<file path="src/rtl/interrupt_pkg.sv">
// interrupt_pkg: definitions shared between the interrupt responder and the
// interrupt controller. The controller watches the hazard-state code and drops
// its request when it reads ST_ACCEPT (4'b0010), so these encodings are a
// cross-block contract and must not be renumbered.
package interrupt_pkg;

    localparam int DEFAULT_PC_WIDTH = 14;

    typedef enum logic [3:0] {
        ST_IDLE   = 4'b0000,
        ST_WAIT   = 4'b0001,
        ST_ACCEPT = 4'b0010,
        ST_FLUSH  = 4'b0011,
        ST_VECTOR = 4'b0100,
        ST_RETURN = 4'b0101
    } state_e;

endpackage

</file>
<file path="src/rtl/interrupt_responder_if.sv">
// interrupt_responder_if: bundle between the interrupt responder and its
// environment (interrupt controller, decoder and PC/pipeline logic).
//   slave  : responder side  - takes interrupt/int_vec_addr/instr_boundary/
//            pc_current/reti, drives hazard_unit_state, int_ack, stall, flush,
//            pc_load, pc_load_addr, int_active, nest_depth and the sticky
//            stack_overflow / stack_underflow flags.
//   master : environment side - the mirror image.
interface interrupt_responder_if
    import interrupt_pkg::*;
#(
    parameter int PC_WIDTH    = DEFAULT_PC_WIDTH,
    parameter int STACK_DEPTH = 4
);
    localparam int DEPTH_W = $clog2(STACK_DEPTH + 1);

    logic                interrupt;
    logic [PC_WIDTH-1:0] int_vec_addr;
    logic                instr_boundary;
    logic [PC_WIDTH-1:0] pc_current;
    logic                reti;
    logic [3:0]          hazard_unit_state;
    logic                int_ack;
    logic                stall;
    logic                flush;
    logic                pc_load;
    logic [PC_WIDTH-1:0] pc_load_addr;
    logic                int_active;
    logic [DEPTH_W-1:0]  nest_depth;
    logic                stack_overflow;
    logic                stack_underflow;

    modport slave (
        input  interrupt, int_vec_addr, instr_boundary, pc_current, reti,
        output hazard_unit_state, int_ack, stall, flush, pc_load, pc_load_addr,
               int_active, nest_depth, stack_overflow, stack_underflow
    );

    modport master (
        output interrupt, int_vec_addr, instr_boundary, pc_current, reti,
        input  hazard_unit_state, int_ack, stall, flush, pc_load, pc_load_addr,
               int_active, nest_depth, stack_overflow, stack_underflow
    );

endinterface

</file>
<file path="src/rtl/return_address_stack.sv">
// return_address_stack: synchronous LIFO of saved return addresses.
//   clock, reset : rising-edge clock, synchronous active-high reset (depth only)
//   push, din    : store din on top (ignored when full)
//   pop          : discard the top entry (ignored when empty)
//   top          : current top entry, 0 when empty
//   depth        : number of stored entries
//   full, empty  : depth == STACK_DEPTH / depth == 0
module return_address_stack
    import interrupt_pkg::*;
#(
    parameter int PC_WIDTH    = DEFAULT_PC_WIDTH,
    parameter int STACK_DEPTH = 4
) (
    input  logic                               clock,
    input  logic                               reset,
    input  logic                               push,
    input  logic                               pop,
    input  logic [PC_WIDTH-1:0]                din,
    output logic [PC_WIDTH-1:0]                top,
    output logic [$clog2(STACK_DEPTH+1)-1:0]   depth,
    output logic                               full,
    output logic                               empty
);
    localparam int DEPTH_W = $clog2(STACK_DEPTH + 1);
    localparam int AW      = (STACK_DEPTH > 1) ? $clog2(STACK_DEPTH) : 1;

    logic [PC_WIDTH-1:0] mem_q [STACK_DEPTH];
    logic [DEPTH_W-1:0]  depth_q, depth_d;
    logic [AW-1:0]       wr_idx, rd_idx;
    logic                do_push, do_pop;

    assign full   = (depth_q == DEPTH_W'(STACK_DEPTH));
    assign empty  = (depth_q == '0);
    assign wr_idx = AW'(depth_q);
    assign rd_idx = AW'(depth_q - DEPTH_W'(1));
    assign top    = empty ? '0 : mem_q[rd_idx];
    assign depth  = depth_q;

    // The responder never pushes and pops in the same cycle; should both
    // arrive anyway, neither takes effect so the stack stays consistent.
    assign do_push = push && !full && !pop;
    assign do_pop  = pop && !empty && !push;

    always_comb begin
        depth_d = depth_q;
        if (do_push) begin
            depth_d = depth_q + DEPTH_W'(1);
        end else if (do_pop) begin
            depth_d = depth_q - DEPTH_W'(1);
        end
    end

    always_ff @(posedge clock) begin
        if (reset) begin
            depth_q <= '0;
        end else begin
            depth_q <= depth_d;
        end
    end

    // Entries are not reset: depth alone decides what is valid.
    always_ff @(posedge clock) begin
        if (do_push) begin
            mem_q[wr_idx] <= din;
        end
    end

endmodule

</file>
<file path="src/rtl/interrupt_responder.sv">
// interrupt_responder: CPU-side interrupt entry/exit sequencer.
//   clock, reset : rising-edge clock, synchronous active-high reset
//   bus (slave)  : interrupt request + vector, instruction boundary, return
//                  address, RETI pulse in; hazard state code, int_ack, stall,
//                  flush, pc_load/pc_load_addr, nesting status and sticky
//                  overflow/underflow flags out.
// Sequence: IDLE -> WAIT (for a boundary) -> ACCEPT (push return address,
// latch vector) -> FLUSH (FLUSH_CYCLES) -> VECTOR (load PC) -> IDLE, and
// IDLE -> RETURN (load PC from stack, pop on exit) -> IDLE for RETI.
module interrupt_responder
    import interrupt_pkg::*;
#(
    parameter int PC_WIDTH     = DEFAULT_PC_WIDTH,
    parameter int STACK_DEPTH  = 4,
    parameter int FLUSH_CYCLES = 2
) (
    input  logic                 clock,
    input  logic                 reset,
    interrupt_responder_if.slave bus
);
    localparam int CNT_W = (FLUSH_CYCLES > 1) ? $clog2(FLUSH_CYCLES + 1) : 1;
    localparam logic [CNT_W-1:0] FLUSH_LOAD = CNT_W'(FLUSH_CYCLES - 1);

    state_e              state_q, state_d;
    logic [CNT_W-1:0]    cnt_q, cnt_d;
    logic [PC_WIDTH-1:0] vec_q, vec_d;
    logic                ovf_q, ovf_d, unf_q, unf_d;
    logic                ack_q, ack_d, stall_q, stall_d, flush_q, flush_d;
    logic                pc_load_q, pc_load_d;
    logic [PC_WIDTH-1:0] addr_q, addr_d;

    logic                push, pop, full, empty;
    logic [PC_WIDTH-1:0] top;

    return_address_stack #(
        .PC_WIDTH    (PC_WIDTH),
        .STACK_DEPTH (STACK_DEPTH)
    ) u_stack (
        .clock (clock),
        .reset (reset),
        .push  (push),
        .pop   (pop),
        .din   (bus.pc_current),
        .top   (top),
        .depth (bus.nest_depth),
        .full  (full),
        .empty (empty)
    );

    always_comb begin
        state_d = state_q;
        cnt_d   = cnt_q;
        vec_d   = vec_q;
        ovf_d   = ovf_q;
        unf_d   = unf_q;
        push    = 1'b0;
        pop     = 1'b0;

        case (state_q)
            ST_IDLE: begin
                // RETI outranks a pending request; the controller keeps the
                // request asserted, so it is picked up on the next IDLE.
                if (bus.reti) begin
                    if (!empty) state_d = ST_RETURN;
                    else        unf_d   = 1'b1;
                end else if (bus.interrupt) begin
                    if (full) ovf_d   = 1'b1;
                    else      state_d = ST_WAIT;
                end
            end
            ST_WAIT: begin
                if (!bus.interrupt) begin
                    state_d = ST_IDLE;
                end else if (bus.instr_boundary) begin
                    state_d = ST_ACCEPT;
                    push    = 1'b1;
                    // The controller clears its vector once it sees ACCEPT.
                    vec_d   = bus.int_vec_addr;
                end
            end
            ST_ACCEPT: begin
                state_d = ST_FLUSH;
                cnt_d   = FLUSH_LOAD;
            end
            ST_FLUSH: begin
                if (cnt_q == '0) state_d = ST_VECTOR;
                else             cnt_d   = cnt_q - CNT_W'(1);
            end
            ST_VECTOR: state_d = ST_IDLE;
            ST_RETURN: begin
                state_d = ST_IDLE;
                pop     = 1'b1;
            end
            default: state_d = ST_IDLE;
        endcase

        // Outputs are registered from the next state so they line up with
        // state_q, i.e. Moore outputs without a decode path on the pins.
        ack_d     = (state_d == ST_ACCEPT);
        stall_d   = state_d inside {ST_ACCEPT, ST_FLUSH, ST_VECTOR, ST_RETURN};
        flush_d   = state_d inside {ST_FLUSH, ST_RETURN};
        pc_load_d = state_d inside {ST_VECTOR, ST_RETURN};
        addr_d    = '0;
        if (state_d == ST_VECTOR) begin
            addr_d = vec_d;
        end else if (state_d == ST_RETURN) begin
            addr_d = top;
        end
    end

    always_ff @(posedge clock) begin
        if (reset) begin
            state_q   <= ST_IDLE;
            cnt_q     <= '0;
            vec_q     <= '0;
            ovf_q     <= 1'b0;
            unf_q     <= 1'b0;
            ack_q     <= 1'b0;
            stall_q   <= 1'b0;
            flush_q   <= 1'b0;
            pc_load_q <= 1'b0;
            addr_q    <= '0;
        end else begin
            state_q   <= state_d;
            cnt_q     <= cnt_d;
            vec_q     <= vec_d;
            ovf_q     <= ovf_d;
            unf_q     <= unf_d;
            ack_q     <= ack_d;
            stall_q   <= stall_d;
            flush_q   <= flush_d;
            pc_load_q <= pc_load_d;
            addr_q    <= addr_d;
        end
    end

    assign bus.hazard_unit_state = state_q;
    assign bus.int_ack           = ack_q;
    assign bus.stall             = stall_q;
    assign bus.flush             = flush_q;
    assign bus.pc_load           = pc_load_q;
    assign bus.pc_load_addr      = addr_q;
    assign bus.int_active        = !empty;
    assign bus.stack_overflow    = ovf_q;
    assign bus.stack_underflow   = unf_q;

endmodule

</file>
<file path="src/flat_wrapper.sv">
// flat-port wrapper written by rule: the top's interface ports become plain ports
module interrupt_responder_flat import interrupt_pkg::*;
#(
    parameter int PC_WIDTH     = DEFAULT_PC_WIDTH,
    parameter int STACK_DEPTH  = 4,
    parameter int FLUSH_CYCLES = 2
)
  (clock, reset, bus_interrupt, bus_int_vec_addr, bus_instr_boundary, bus_pc_current, bus_reti, bus_hazard_unit_state, bus_int_ack, bus_stall, bus_flush, bus_pc_load, bus_pc_load_addr, bus_int_active, bus_nest_depth, bus_stack_overflow, bus_stack_underflow);
  interrupt_responder_if #(.PC_WIDTH(PC_WIDTH), .STACK_DEPTH(STACK_DEPTH)) bus_i ();
  input  logic clock;
  input  logic reset;
  input wire logic [$bits(bus_i.interrupt)-1:0] bus_interrupt;
  input wire logic [$bits(bus_i.int_vec_addr)-1:0] bus_int_vec_addr;
  input wire logic [$bits(bus_i.instr_boundary)-1:0] bus_instr_boundary;
  input wire logic [$bits(bus_i.pc_current)-1:0] bus_pc_current;
  input wire logic [$bits(bus_i.reti)-1:0] bus_reti;
  output wire logic [$bits(bus_i.hazard_unit_state)-1:0] bus_hazard_unit_state;
  output wire logic [$bits(bus_i.int_ack)-1:0] bus_int_ack;
  output wire logic [$bits(bus_i.stall)-1:0] bus_stall;
  output wire logic [$bits(bus_i.flush)-1:0] bus_flush;
  output wire logic [$bits(bus_i.pc_load)-1:0] bus_pc_load;
  output wire logic [$bits(bus_i.pc_load_addr)-1:0] bus_pc_load_addr;
  output wire logic [$bits(bus_i.int_active)-1:0] bus_int_active;
  output wire logic [$bits(bus_i.nest_depth)-1:0] bus_nest_depth;
  output wire logic [$bits(bus_i.stack_overflow)-1:0] bus_stack_overflow;
  output wire logic [$bits(bus_i.stack_underflow)-1:0] bus_stack_underflow;
  assign bus_i.interrupt = bus_interrupt;
  assign bus_i.int_vec_addr = bus_int_vec_addr;
  assign bus_i.instr_boundary = bus_instr_boundary;
  assign bus_i.pc_current = bus_pc_current;
  assign bus_i.reti = bus_reti;
  assign bus_hazard_unit_state = bus_i.hazard_unit_state;
  assign bus_int_ack = bus_i.int_ack;
  assign bus_stall = bus_i.stall;
  assign bus_flush = bus_i.flush;
  assign bus_pc_load = bus_i.pc_load;
  assign bus_pc_load_addr = bus_i.pc_load_addr;
  assign bus_int_active = bus_i.int_active;
  assign bus_nest_depth = bus_i.nest_depth;
  assign bus_stack_overflow = bus_i.stack_overflow;
  assign bus_stack_underflow = bus_i.stack_underflow;
  interrupt_responder #(.PC_WIDTH(PC_WIDTH), .STACK_DEPTH(STACK_DEPTH), .FLUSH_CYCLES(FLUSH_CYCLES)) u_core (.clock(clock), .reset(reset), .bus(bus_i));
endmodule
</file>
<file path="config.mk">
export PLATFORM = sky130hd
export DESIGN_NAME = interrupt_responder_flat
export DESIGN_NICKNAME = d
export VERILOG_FILES = /design/src/rtl/interrupt_pkg.sv /design/src/rtl/interrupt_responder_if.sv /design/src/rtl/return_address_stack.sv /design/src/rtl/interrupt_responder.sv /design/src/flat_wrapper.sv
export SDC_FILE = /design/constraint.sdc
export NUM_CORES = 1
export LEC_CHECK = 0
export CORE_MARGIN = 5
export CORE_UTILIZATION = 55
export CTS_BUF_LIST = sky130_fd_sc_hd__clkbuf_8
export DETAILED_ROUTE_END_ITERATION = 12
export GPL_TIMING_DRIVEN = 0
export HOLD_SLACK_MARGIN = 0.08
export PLACE_DENSITY = 0.82
export SLEW_MARGIN = 20
export SYNTH_ARGS = -nofsm -noshare
export SYNTH_HDL_FRONTEND = slang
export SYNTH_SLANG_ARGS = --single-unit
</file>
<file path="constraint.sdc">
create_clock -name clock -period 3.3 [get_ports clock]
set_input_delay 0.66 -clock clock [delete_from_list [all_inputs] [get_ports clock]]
set_output_delay 0.66 -clock clock [all_outputs]
set_load 0.05 [all_outputs]
</file>
==> impl_metrics.csv, run 1 <==
group,metric,value,unit
power_and_ir_drop,power.static_leakage,1.62,nW
route,routed_wirelength,7560,um
clock_tree,clk_path_buf_depth,2,
route,route.vias.total,2334,
synth,number_of_enable_type_register_cells_in_the_synthesized_netlist,56,
setup_path,timing.critical_path.cells,"clkbuf_4 -> buf_4 -> inv_1 -> ha_1 -> nor2b_1 -> inv_1 -> clkdlybuf4s15_2",
place,place_worst_setup_slack,-0.0486,ns
power_and_ir_drop,power_per_cell_area,460,nW/um^2
clock_tree,clock_sink_count,99,
final_layout,post_route_cells_drive_above_1_share,14.2,%
final_layout,multi_input_comb_area,1130,um^2
floorplan,floorplan.rows,30,
route,drtAntennaViolNets,0,
outcome,run_status,"finished clean",
grt,grt_start_max_net_pins,18,
sta,finalCritPeriodShare,93.4,%
sta,clock.fmax,0.324,GHz
synth,ys_ff_latch,99,
setup_path,worstPathMaxFanout,10,
floorplan,height_of_the_chip,93.4,um
route,avgRoutedWirePerCell,16.9,um
setup_path,critPathMostFrequentCell,"sky130_fd_sc_hd__inv_1",
clock_tree,clk_latency,0.36,ns
power_and_ir_drop,ir_worst_vdd,0.345,mV
route,route.detailed.vias_per_inst,5.22,
route,residual_drc_count,0,
sta,setup_viol,0,
grt,global_route.overflow_total,0,
sta,finalSetupTns,0,ns
setup_path,critical_path.max_stage_delay,0.42,ns
final_layout,nFillCells,495,
flow_run,drv.max_cap_violation_count,0,
sta,tightest_slew,0.866,ns
place,dp_cells,431,
setup_path,cp-start-kind,"flop",
synth,syn_nets,314,
clock_tree,cts.repair_timing.setup_buffer_count,0,
setup_path,required,2.64,ns
route,first_pass_iters,4,
synth,synth.yosys.warnings,0,
final_layout,stdcell_count,447,
setup_path,worst_path_dominant_cell_family,"buffers and inverters",
setup_path,critPathKind,"flop to primary output",
floorplan,boundaryPins,61,
sta,report.final.slew_viol_count,0,
sta,max_slew_margin,42.2,%
floorplan,design.die.area,8720,um^2
clock_tree,cts-buffers-inserted,9,
final_layout,mostFrequentLayoutCell,"sky130_fd_sc_hd__clkdlybuf4s50_1",
synth,synth.cell_area,3820,um^2
sta,final_critical_path_setup_slack,0.217,ns
final_layout,final_design_area_no_fill,4750,um^2
synth,synth.yosys.seq_area_share,66.5,%
sta,rsz0062_at_grt,"false",
setup_path,critical_path_arrival,2.42,ns
grt,grt_pass1_wl,12100,um
synth,postSynthCellCount,275,
floorplan,die_w,93.4,um
sta,timing.clock.skew,0.0101,ns
final_layout,syn_to_final_growth,24.3,%
synth,synth_area_leaders,"sky130_fd_sc_hd__edfxtp_1 44%, sky130_fd_sc_hd__dfxtp_1 23%, sky130_fd_sc_hd__mux4_2 8.2%, sky130_fd_sc_hd__nand2_1 3.0%, sky130_fd_sc_hd__ha_1 2.0%",
grt,antenna_found_initial,0,
final_layout,most-common-layout-cells,"59 x sky130_fd_sc_hd__clkdlybuf4s50_1, 56 x sky130_fd_sc_hd__edfxtp_1, 43 x sky130_fd_sc_hd__dfxtp_1",
synth,synth_top_flop_cell,"sky130_fd_sc_hd__edfxtp_1",
synth,synth_top_area_share,44.0,%
worst_hold_path,holdCritPathClass,"flop to flop",
synth,yosysTopAreaCell,"sky130_fd_sc_hd__edfxtp_1",
clock_tree,cts.clk_slew.worst_paths,0.09,ns
grt,grt_usage,18.6,%
route,route.top_layer_used,"met4",
place,globalplace.congestion,0.808,
route,route.met2.wl,3840,um
place,placement.io_buffers,60,
sta,post-route-min-period,3.08,ns
floorplan,design.core.area,6790,um^2
route,drt_first_iter_violations,77,
setup_path,critical_path_buf_inv_count,5,
synth,synth.lib_cells_used.distinct,45,
place,post_dp_cell_area,4550,um^2
floorplan,start_util,56.3,%
synth,synthesis.area_per_instance,13.9,um^2
final_layout,diodes,0,
final_layout,final_nets,385,
synth,async_flop_share,0,%
clock_tree,cts_tree,"built",
setup_path,slowest_stage,"sky130_fd_sc_hd__dfxtp_1",
sta,hold_viol,0,
route,detail_route.wirelength.met1,3120,um
route,met3_length,479,um
clock_tree,hold_buffers,0,
clock_tree,clock_tree.root_cell,"sky130_fd_sc_hd__clkbuf_8",
grt,grt_pass1_vias,2451,
place,hpwlAfterDp,5300,um
final_layout,seq_area,2540,um^2
sta,hold-worst-slack,0.464,ns
clock_tree,htree_levels,3,
setup_path,end_kind,"primary output",
==> cell families (layout without fill, tap and decap cells) <==
logic type | count (synthesis) | after routing | synth area share, %
muxes | 20 | 20 | 9.82
buffers and inverters | 33 | 109 | 4.09
AOI/OAI and AO/OA | 39 | 39 | 7.04
other | 1 | 1 | 0.0981
and+or+nand+nor | 77 | 77 | 10.5
DFF | 99 | 99 | 66.5
adders and majority gates | 6 | 6 | 1.96
==> layer usage <==
layer | track usage (%) | vias to the layer above
li1 | - | 1138
met1 | 23.0 | 1108
met2 | 31.3 | 76
met3 | 3.70 | 12
met4 | 8.42 | 0
met5 | 0 | -
==> metrics by stage <==
stage	power, mW	util [%]
floorplan	1.37	-
global placement	1.43	66.9
detailed placement	1.43	66.9
CTS	2.19	69.9
global route	2.25	69.9
finish	2.18	69.9
==> final timing paths <==
| path | endpoint | slack, ns | cells after the start | from |
|---|---|---|---|---|
| max | bus_int_active | 0.22 | 7 | u_core.u_stack.depth[0] |
| min reg2reg | u_core.vec_q[1] | 0.46 | 2 | u_core.vec_q[1] |
| min | u_core.vec_q[1] | 0.46 | 2 | u_core.vec_q[1] |
| max reg2reg | u_core.bus.pc_load_addr[2] | 0.50 | 9 | u_core.u_stack.depth[0] |
==> where the power goes <==
group | internal (mW) | switching [mW]
Sequential | 1.30 | 0.00327
Combinational | 0.0499 | 0.0439
Clock | 0.357 | 0.426
Total | 1.71 | 0.473
==> cells in the mapped netlist (2+ instances only) <==
master	n
sky130_fd_sc_hd__a21o_1	2
sky130_fd_sc_hd__nor3_1	4
sky130_fd_sc_hd__mux4_2	14
sky130_fd_sc_hd__nor2_1	13
sky130_fd_sc_hd__buf_6	2
sky130_fd_sc_hd__and4bb_2	2
sky130_fd_sc_hd__edfxtp_1	56
sky130_fd_sc_hd__nand3_1	9
sky130_fd_sc_hd__ha_1	6
sky130_fd_sc_hd__o31ai_2	2
sky130_fd_sc_hd__nand4_1	2
sky130_fd_sc_hd__o31ai_1	7
sky130_fd_sc_hd__dfxtp_1	43
sky130_fd_sc_hd__o22ai_1	5
sky130_fd_sc_hd__clkbuf_1	5
sky130_fd_sc_hd__mux2i_1	6
sky130_fd_sc_hd__buf_2	5
sky130_fd_sc_hd__a21oi_1	13
sky130_fd_sc_hd__inv_1	20
sky130_fd_sc_hd__and2_1	3
sky130_fd_sc_hd__a31oi_1	2
sky130_fd_sc_hd__nand2_1	31
==> final cells by class <==
class	instances	area share [%]
Clock inverter	7	1.58
Timing Repair Buffer	60	12.7
Multi-Input combinational cell	143	23.7
Inverter	20	1.58
Clock buffer	9	2.61
Sequential cell	99	53.5
Buffer	13	1.82
Tap cell	96	2.53
==> worst min-delay path, stage by stage, from the launching register on <==
cell                      delay, ns
sky130_fd_sc_hd__dfxtp_1       0.32
sky130_fd_sc_hd__nand2_1       0.05
sky130_fd_sc_hd__a21oi_1       0.05
==> state kept, by name, indices dropped and copies added, names as in the netlist, 2 cells and up <==
name,cells
u_core.bus.pc_load_addr,14
u_core.bus.hazard_unit_state,4
u_core.cnt_q,2
u_core.u_stack.mem_q,56
u_core.u_stack.depth,3
u_core.vec_q,14
==> timing repair <==
action                                  4_1_cts  5_1_grt
gates resized for setup                       4        1
endpoints found under the setup margin        1        1
pin swaps                                     0        0
(Power assumes the default switching activity.)
==> run 2, diff against run 1 <==
CORE_ASPECT_RATIO = 1.75   (was not set)
==> run 2 against run 1 <==
  * Combinational power decreased by 1%
  * Largest cell class unchanged
  * Sequential cell count unchanged
  * Critical path depth unchanged
  * Total power shrank 1.4%
  * Cell count fell by 2.7%
==> impl_metrics.csv, run 2 (synthesis gave the netlist of run 1 again) <==
group,metric,value,unit
final_layout,final_nets,385,
route,routed_wirelength,7190,um
power_and_ir_drop,power.static_leakage,1.63,nW
route,drtAntennaViolNets,0,
clock_tree,cts.clk_slew.worst_paths,0.08,ns
floorplan,boundaryPins,61,
clock_tree,clock_tree.root_cell,"sky130_fd_sc_hd__clkbuf_8",
sta,hold-worst-slack,0.459,ns
clock_tree,cts-buffers-inserted,9,
sta,max_slew_margin,46.7,%
floorplan,floorplan.rows,40,
flow_run,drv.max_cap_violation_count,0,
sta,final_critical_path_setup_slack,0.233,ns
grt,antenna_found_initial,0,
final_layout,most-common-layout-cells,"59 x sky130_fd_sc_hd__clkdlybuf4s50_1, 56 x sky130_fd_sc_hd__edfxtp_1, 43 x sky130_fd_sc_hd__dfxtp_1",
power_and_ir_drop,seq_power_share,60.7,%
floorplan,start_util,56.2,%
place,hpwlAfterDp,5280,um
power_and_ir_drop,pwr-share-clk,35.0,%
power_and_ir_drop,p_int,1.72,mW
clock_tree,clk_path_buf_depth,2,
setup_path,slowest_stage,"sky130_fd_sc_hd__clkdlybuf4s15_2",
grt,global_route.overflow_total,0,
clock_tree,clock_sink_count,99,
final_layout,largest_register,"u_core.u_stack.mem_q",
sta,clock.fmax,0.326,GHz
place,place_worst_setup_slack,-0.00507,ns
clock_tree,clk_latency,0.36,ns
sta,hold_viol,0,
floorplan,die_w,73.0,um
power_and_ir_drop,power.share.switching,20.2,%
setup_path,required,2.64,ns
route,drt_first_iter_violations,195,
setup_path,cp-start-kind,"flop",
setup_path,timing.critical_path.cells,"clkbuf_4 -> clkbuf_4 -> inv_1 -> ha_1 -> nor2b_1 -> inv_1 -> clkdlybuf4s15_2",
worst_hold_path,holdCritPathClass,"flop to flop",
floorplan,height_of_the_chip,120,um
setup_path,critPathKind,"flop to primary output",
sta,finalCritPeriodShare,92.9,%
clock_tree,htree_levels,3,
route,route.vias.total,2325,
route,first_pass_iters,4,
setup_path,end_kind,"primary output",
power_and_ir_drop,comb_power_share,4.3,%
grt,grt_start_max_net_pins,17,
final_layout,post-route-util,69.5,%
final_layout,largest_register_ffs,56,
route,route.detailed.vias_per_inst,5.34,
sta,post-route-min-period,3.07,ns
route,avgRoutedWirePerCell,16.5,um
power_and_ir_drop,fin_total_pwr,2.15,mW
setup_path,critical_path.max_stage_delay,0.41,ns
final_layout,post_route_cells_drive_above_1_share,14.2,%
grt,grt_usage,18.0,%
floorplan,design.die.area,8780,um^2
final_layout,diodes,0,
outcome,run_status,"finished clean",
route,residual_drc_count,0,
clock_tree,hold_buffers,0,
sta,timing.clock.skew,0.0111,ns
floorplan,design.core.area,6810,um^2
sta,rsz0062_at_grt,"false",
grt,grt_pass1_wl,11900,um
final_layout,nFillCells,491,
sta,tightest_slew,0.799,ns
power_and_ir_drop,ir_worst_vdd,0.421,mV
place,globalplace.congestion,0.825,
power_and_ir_drop,power_switching,435,uW
sta,setup_viol,0,
place,placement.io_buffers,60,
final_layout,syn_to_final_growth,23.8,%
setup_path,critical_path_arrival,2.41,ns
clock_tree,cts_tree,"built",
place,dp_cells,419,
setup_path,worstPathMaxFanout,10,
final_layout,stdcell_count,435,
power_and_ir_drop,power_per_cell_area,455,nW/um^2
sta,report.final.slew_viol_count,0,
clock_tree,cts.repair_timing.setup_buffer_count,0,
final_layout,mostFrequentLayoutCell,"sky130_fd_sc_hd__clkdlybuf4s50_1",
grt,grt_pass1_vias,2381,
run 2: changes by cell type in the layout (fill, tap and decap cells not counted), sizes merged:
cell | before | now
buf | 7 | 6
clkinvlp | 1 | 0
clkbuf | 15 | 17
clkinv | 2 | 4
inv | 23 | 21
run 2: timing repair:
item | 4_1_cts | 5_1_grt
endpoints found under the setup margin | 1 | 1
gates cloned | 0 | 0
endpoints found under the hold margin | 0 | 0
resized for setup | 3 | 2
run 2: routing by layer:
layer	GRT usage (%)	wire (um)
met3	4.58	329
met2	31.3	4020
met5	0	0
met4	6.93	136
met1	20.6	2700
run 2: worst max-delay path: cells and delay by family (launching register included):
kind / cells / cell delay, ns
adder cells (fa/ha/maj): 1 / 0.21
buffers and inverters: 5 / 1.24
AND/OR/NAND/NOR: 1 / 0.18
flip-flops: 1 / 0.40
run 2: power groups by stage:
stage / logic (mW) / registers [mW] / clock network [mW]
finish: 0.0927 / 1.31 / 0.754
global route: 0.0994 / 1.31 / 0.820
CTS: 0.0929 / 1.31 / 0.768
detailed placement: 0.0925 / 1.33 / 0
global placement: 0.0908 / 1.33 / 0
floorplan: 0.0269 / 1.34 / 0
run 2: cell type report:
| type | instances | area, um^2 | area share (%) |
|---|---|---|---|
| multi-input combinational | 143 | 1130 | 23.8 |
| clock inverter | 6 | 57.6 | 1.22 |
| sequential | 99 | 2540 | 53.7 |
| timing repair buffer | 60 | 602 | 12.7 |
| clock buffer | 10 | 138 | 2.91 |
| tap | 84 | 105 | 2.22 |
| inverter | 20 | 75.1 | 1.59 |
| buffer | 13 | 86.3 | 1.82 |
run 2: metrics by stage:
stage | area (um^2) | setup TNS (ns)
after global placement | 4530 | 0
after global routing | 4730 | 0
after CTS | 4730 | 0
final | 4730 | 0
after floorplan | 3820 | 0
after detailed placement | 4530 | -0.00507
run 2: final timing paths:
path	slack, ns	cells past startpoint	endpoint	start
worst max-delay path	0.23	7	bus_int_active	u_core.u_stack.depth[0]
worst min-delay path	0.46	2	u_core.bus.pc_load_addr[0]	u_core.vec_q[0]
worst max register to register	0.60	7	u_core.u_stack.mem_q[2][13]	u_core.u_stack.depth[0]
worst min register to register	0.46	2	u_core.bus.pc_load_addr[0]	u_core.vec_q[0]
